**config.mk**
```make
export PLATFORM = sky130hd
export DESIGN_NAME = axi_stream_packet_source
export DESIGN_NICKNAME = d
export VERILOG_FILES = /design/src/rtl/axi_stream_packet_source.sv
export SDC_FILE = /design/constraint.sdc
export NUM_CORES = 1
export LEC_CHECK = 0
export CAP_MARGIN = 10
export CORE_MARGIN = 5
export CORE_UTILIZATION = 30
export CTS_BUF_LIST = sky130_fd_sc_hd__clkbuf_4 sky130_fd_sc_hd__clkbuf_8
export CTS_CLUSTER_SIZE = 25
export DETAILED_ROUTE_END_ITERATION = 12
export GPL_TIMING_DRIVEN = 1
export PLACE_DENSITY_LB_ADDON = 0.12
export SYNTH_ARGS = -nofsm -noshare
export SYNTH_HDL_FRONTEND = slang
export SYNTH_SLANG_ARGS = --single-unit
```
**constraint.sdc**
```tcl
create_clock -name clk -period 3.8 [get_ports clk]
set_input_delay 0.76 -clock clk [delete_from_list [all_inputs] [get_ports clk]]
set_output_delay 0.76 -clock clk [all_outputs]
set_load 0.005 [all_outputs]
```
**src/rtl/axi_stream_packet_source.sv**
```systemverilog
// axi_stream_packet_source
//   Packet-aware AXI4-Stream master. Beats enter on a simple valid/ready push
//   port, are buffered in a circular FIFO of 2**depth_log2 entries and leave
//   as an AXI4-Stream. With PACKET_MODE=1 the stream is held back until a
//   whole packet (TLAST) is buffered, except when a packet is too long to fit,
//   in which case it streams out cut-through once the buffer fills.
//
// Ports
//   clk, resetn          clock, asynchronous active-low reset
//   in_valid/in_ready    push handshake
//   in_data/keep/last/user  pushed beat
//   tvalid/tready        AXI4-Stream handshake
//   tdata/tkeep/tstrb/tlast/tuser  AXI4-Stream payload (tstrb mirrors tkeep)
//   level                beats currently buffered (0..DEPTH)
//   pkt_count            TLAST handshakes, 16-bit wrapping
module axi_stream_packet_source #(
  parameter int   byte_width  = 4,
  parameter int   user_width  = 1,
  parameter int   depth_log2  = 3,
  parameter logic PACKET_MODE = 1'b0
) (
  input  logic                    clk,
  input  logic                    resetn,
  input  logic                    in_valid,
  output logic                    in_ready,
  input  logic [8*byte_width-1:0] in_data,
  input  logic [byte_width-1:0]   in_keep,
  input  logic                    in_last,
  input  logic [user_width-1:0]   in_user,
  output logic                    tvalid,
  input  logic                    tready,
  output logic [8*byte_width-1:0] tdata,
  output logic [byte_width-1:0]   tkeep,
  output logic [byte_width-1:0]   tstrb,
  output logic                    tlast,
  output logic [user_width-1:0]   tuser,
  output logic [depth_log2:0]     level,
  output logic [15:0]             pkt_count
);

  localparam int DW      = 8 * byte_width;
  localparam int EW      = DW + byte_width + 1 + user_width;
  localparam int DEPTH_I = 1 << depth_log2;
  localparam logic [depth_log2:0]   DEPTH   = DEPTH_I[depth_log2:0];
  localparam logic [depth_log2:0]   LVL_ONE = 1;
  localparam logic [depth_log2-1:0] PTR_ONE = 1;
  localparam logic [15:0]           CNT_ONE = 16'd1;

  // Storage carries no reset: contents are only observable through the read
  // pointer while level != 0, and level is forced to 0 by reset.
  logic [EW-1:0] mem [DEPTH_I];

  logic [depth_log2-1:0] wr_ptr, rd_ptr;
  logic [depth_log2:0]   complete;   // whole packets (TLAST beats) buffered
  logic                  mid_packet; // a packet has started leaving but not ended
  logic                  full, push, pop;
  logic                  last_in, last_out;

  assign full     = (level == DEPTH);
  // resetn gates in_ready directly so it drops the instant reset asserts.
  // A full buffer refuses pushes even when a pop is happening this cycle;
  // this keeps in_ready free of any path from tready.
  assign in_ready = resetn & ~full;
  assign push     = in_valid & in_ready;
  assign pop      = tvalid & tready;
  assign last_in  = push & in_last;
  assign last_out = pop & tlast;

  // Outputs come straight from the head entry, so they cannot change until
  // rd_ptr advances on a handshake.
  assign {tdata, tkeep, tlast, tuser} = mem[rd_ptr];
  assign tstrb = tkeep;

  // Every term of tvalid only shrinks on a pop, so TVALID cannot retract
  // without a handshake. The full term lets an oversize packet escape; once
  // it has started, mid_packet keeps it flowing until its TLAST.
  generate
    if (PACKET_MODE) begin : g_store_fwd
      assign tvalid = (level != '0) && ((complete != '0) || full || mid_packet);
    end else begin : g_cut_through
      assign tvalid = (level != '0);
    end
  endgenerate

  always_ff @(posedge clk) begin
    if (push) mem[wr_ptr] <= {in_data, in_keep, in_last, in_user};
  end

  // Pointers wrap naturally because DEPTH is a power of two.
  always_ff @(posedge clk or negedge resetn) begin
    if (!resetn) begin
      wr_ptr <= '0;
      rd_ptr <= '0;
    end else begin
      if (push) wr_ptr <= wr_ptr + PTR_ONE;
      if (pop)  rd_ptr <= rd_ptr + PTR_ONE;
    end
  end

  always_ff @(posedge clk or negedge resetn) begin
    if (!resetn) begin
      level <= '0;
    end else begin
      case ({push, pop})
        2'b10:   level <= level + LVL_ONE;
        2'b01:   level <= level - LVL_ONE;
        default: level <= level;
      endcase
    end
  end

  always_ff @(posedge clk or negedge resetn) begin
    if (!resetn) begin
      complete <= '0;
    end else begin
      case ({last_in, last_out})
        2'b10:   complete <= complete + LVL_ONE;
        2'b01:   complete <= complete - LVL_ONE;
        default: complete <= complete;
      endcase
    end
  end

  always_ff @(posedge clk or negedge resetn) begin
    if (!resetn) begin
      mid_packet <= 1'b0;
      pkt_count  <= '0;
    end else begin
      if (pop)      mid_packet <= ~tlast;
      if (last_out) pkt_count  <= pkt_count + CNT_ONE;
    end
  end

endmodule
```
==> summary.txt <==
Outcome
  – Status: finished, final reports clean

Pwr
  – Final Power: around 11 mW
  – P_leak: 5.19 nW
  – PD cells: just over 700 nW/µm²
  – Maximum vdd drop: 0.000349 V

Logic synthesis
  – Sequential element share of the synthesized area: 0.765
  – Syn nets: 624
  – Post-Syn Area: ~13000 µm²
  – Syn avg cell area: 22.2 µm²
  – Mapped Cells: approximately 580
  – Register bit total from synthesis: 330
  – Synth unique cells: 33
  – Syn. warnings: 0

Finish
  – Layout area overhead: 24.2%
  – Antenna Cells: 0
  – Fin nets: around 790
  – Fraction of layout cells with a size suffix above 1: 0.313
  – Multi-input gate area in the final layout: between 2000 and 3000 µm²
  – Final instance area: between 15000 and 20000 µm²
  – FF+latch area: a little under 10000 µm²
  – Fillers: 3833

Worst setup path
  – Critical path fanouts, max: 23
  – Setup crit start kind: flop
  – WS Path Type: reg -> out
  – CP required: approximately 3000 ps
  – Worst EP arrival: 2810 ps
  – Critical Path Sink Type: output pin

Die
  – Vert. Die Dim: between 200 and 250 µm
  – Number of cell rows: 75
  – Die X: between 200 and 250 µm
  – Io pins: 106
  – Initial Utilization: 0.304
  – Core area: ~42000 µm²
  – DIE AREA: 46800 µm²

GRT
  – Routing usage on met1: 0.168
  – Pin count of the biggest net entering global routing: 39
  – Initial antenna violation count: 2
  – First-pass GRT wire length: about 44000 µm
  – Top Usage Layer GRT: met2
  – Met2 Use GR: 0.198
  – Total track usage: 0.125
  – Grt total ovfl: 0
  – GRT met3 Usage: 0.0332
  – Number of global-route vias before repair: around 6900

Timing
  – Final setup vio count: 0
  – Fmax achieved: roughly 280 MHz
  – Final Max Slew Viols: 0
  – Crit path time final: 3570 ps
  – Final period utilization: 0.939
  – Skew final: around 24 ps
  – Worst rel slew slack: 0.613
  – Setup TNS: 0 ps
  – Worst-margin pin slew: 579 ps
  – Unrepaired setup endpoints after global routing: false
  – Final hold viol count: 0
  – WHS: 468 ps

Clock tree
  – CTS Buf Count: 57
  – CTS tree: done
  – Sink Count: between 300 and 400
  – CTS clk-pin slew, worst paths: 60 ps
  – Maximum buffer depth of the clock tree: 3
  – Root buffer cell: clkbuf_8
  – H-tree Lvls: 2
  – Worst skew pair latency: between 600 and 700 ps

Place
  – Port bufs: approximately 110
  – RePlAce Congestion: 0.685
  – Placed inst area: about 15000 µm²
  – Dpl hpwl: ~16000 µm

Job
  – Max cap viols: 0

Routing
  – Vias per std cell: between 4 and 5
  – Drt wl/cell: about 22 µm
  – Starting DRT DRC Count: about 310
  – DRC violations left: 0
  – Via count: between 6000 and 7000
  – Initial DRT Pass Iterations: 4
  – Total wire length: 28900 µm
  – Post-route antenna net violation count: 0

Min path
  – Worst Hold Class: reg -> reg
critical path, stage by stage, from the launching register on:
cell             delay (ps)
dfrtp_4                 520
buf_12                  140
buf_16                  210
mux4_2                  520
mux2_2                  270
clkdlybuf4s50_1         530
through the flow:
stage	setup WS [ps]	utilization	std cells
after floorplan	441	-	576
after global placement	623	0.349	1213
after detailed placement	614	0.349	1213
after CTS	113	0.377	1322
after global routing	69.5	0.377	1322
final	231	0.377	1322
state kept, by name, indices dropped and copies added (netlist names):
register,count
pkt_count,16
wr_ptr,3
rd_ptr,3
level,4
mem,304
worst paths after layout:
kind	from	end	slack [ps]	cells past startpoint
worst max-delay path	rd_ptr[0]	tdata[31]	230	5
worst min-delay path	pkt_count[15]	pkt_count[15]	470	1
worst max register to register	level[1]	level[2]	1250	9
worst min register to register	pkt_count[15]	pkt_count[15]	470	1
max in group asynchronous	resetn	rd_ptr[0]	2940	2
min in group asynchronous	resetn	rd_ptr[1]	550	2
where the power goes:
group | switching [mW] | internal (mW)
logic | 1.51 | 2.12
clock network | 1.38 | 1.72
registers | 0.273 | 4.31
cell type report:
class	instances	share of cell area
flip-flops and latches	330	0.617
inverters	1	0.000237
repair buffers	133	0.0879
clock inverters	22	0.00781
multi-input cells	215	0.183
clock buffers	82	0.0617
well taps	539	0.0425
synth_stat cells:
library cell | count | area, µm²
and2_4 | 1 | 8.76
ha_1 | 6 | 75.1
and3_1 | 10 | 62.6
buf_1 | 7 | 26.3
buf_6 | 2 | 22.5
dfrtp_1 | 26 | 651
nand4_1 | 9 | 56.3
a21oi_1 | 2 | 10.0
nand2_1 | 11 | 41.3
a2111oi_1 | 1 | 10.0
nor2_1 | 10 | 37.5
a21boi_1 | 1 | 7.51
and4_1 | 3 | 26.3
or4_4 | 1 | 11.3
xor2_1 | 6 | 52.6
and2_1 | 3 | 18.8
edfxtp_1 | 304 | 9130
buf_4 | 5 | 37.5
clkbuf_1 | 6 | 22.5
xnor2_1 | 17 | 149
nor3b_1 | 2 | 15.0
mux2i_1 | 2 | 20.0
inv_1 | 1 | 3.75
nor3_1 | 3 | 15.0
mux4_2 | 74 | 1670
mux2_1 | 3 | 33.8
nor4_4 | 1 | 21.3
nand2b_1 | 3 | 18.8
a22oi_1 | 1 | 7.51
nor2b_1 | 1 | 6.26
nand3_1 | 5 | 25.0
mux2_2 | 39 | 439
buf_2 | 10 | 50.1
timing repair:
action | in CTS | in global routing
setup buffers | 4 | 0
endpoints found under the setup margin | 32 | 0
hold buffers | 0 | 0
resized for setup | 1 | 0
routing by layer:
layer,wire length [µm],share of wire
met5,31,0.0011
met4,610,0.021
met1,12900,0.45
met3,1550,0.053
met2,13800,0.48
placed cells by master, fill, tap and decap left out, drive strengths merged, types with 2 or more instances in the layout:
cell type,instances
xnor2,17
and2,4
clkdlybuf4s50,105
nor3b,2
dfrtp,26
nor2,10
nand2,11
edfxtp,304
and4,3
buf,27
mux4,74
and3,10
clkbuf,82
xor2,6
mux2,42
inv,2
nor3,3
a21oi,2
nand2b,3
ha,6
nand3,5
nand4,9
mux2i,2
clkinv,19
logic make-up (layout without fill, tap and decap cells):
family                   Yosys count  after routing  share of synthesized area
AND/OR/NAND/NOR                   63             63                     0.0285
flip-flops                       330            330                      0.765
XOR/XNOR                          23             23                     0.0158
buffers and inverters             31            238                     0.0127
multiplexers                     118            118                      0.169
adder cells (fa/ha/maj)            6              6                    0.00588
AO/OA/AOI/OAI                      5              5                    0.00274
Note: power is estimated with default switching activity, not from simulation.
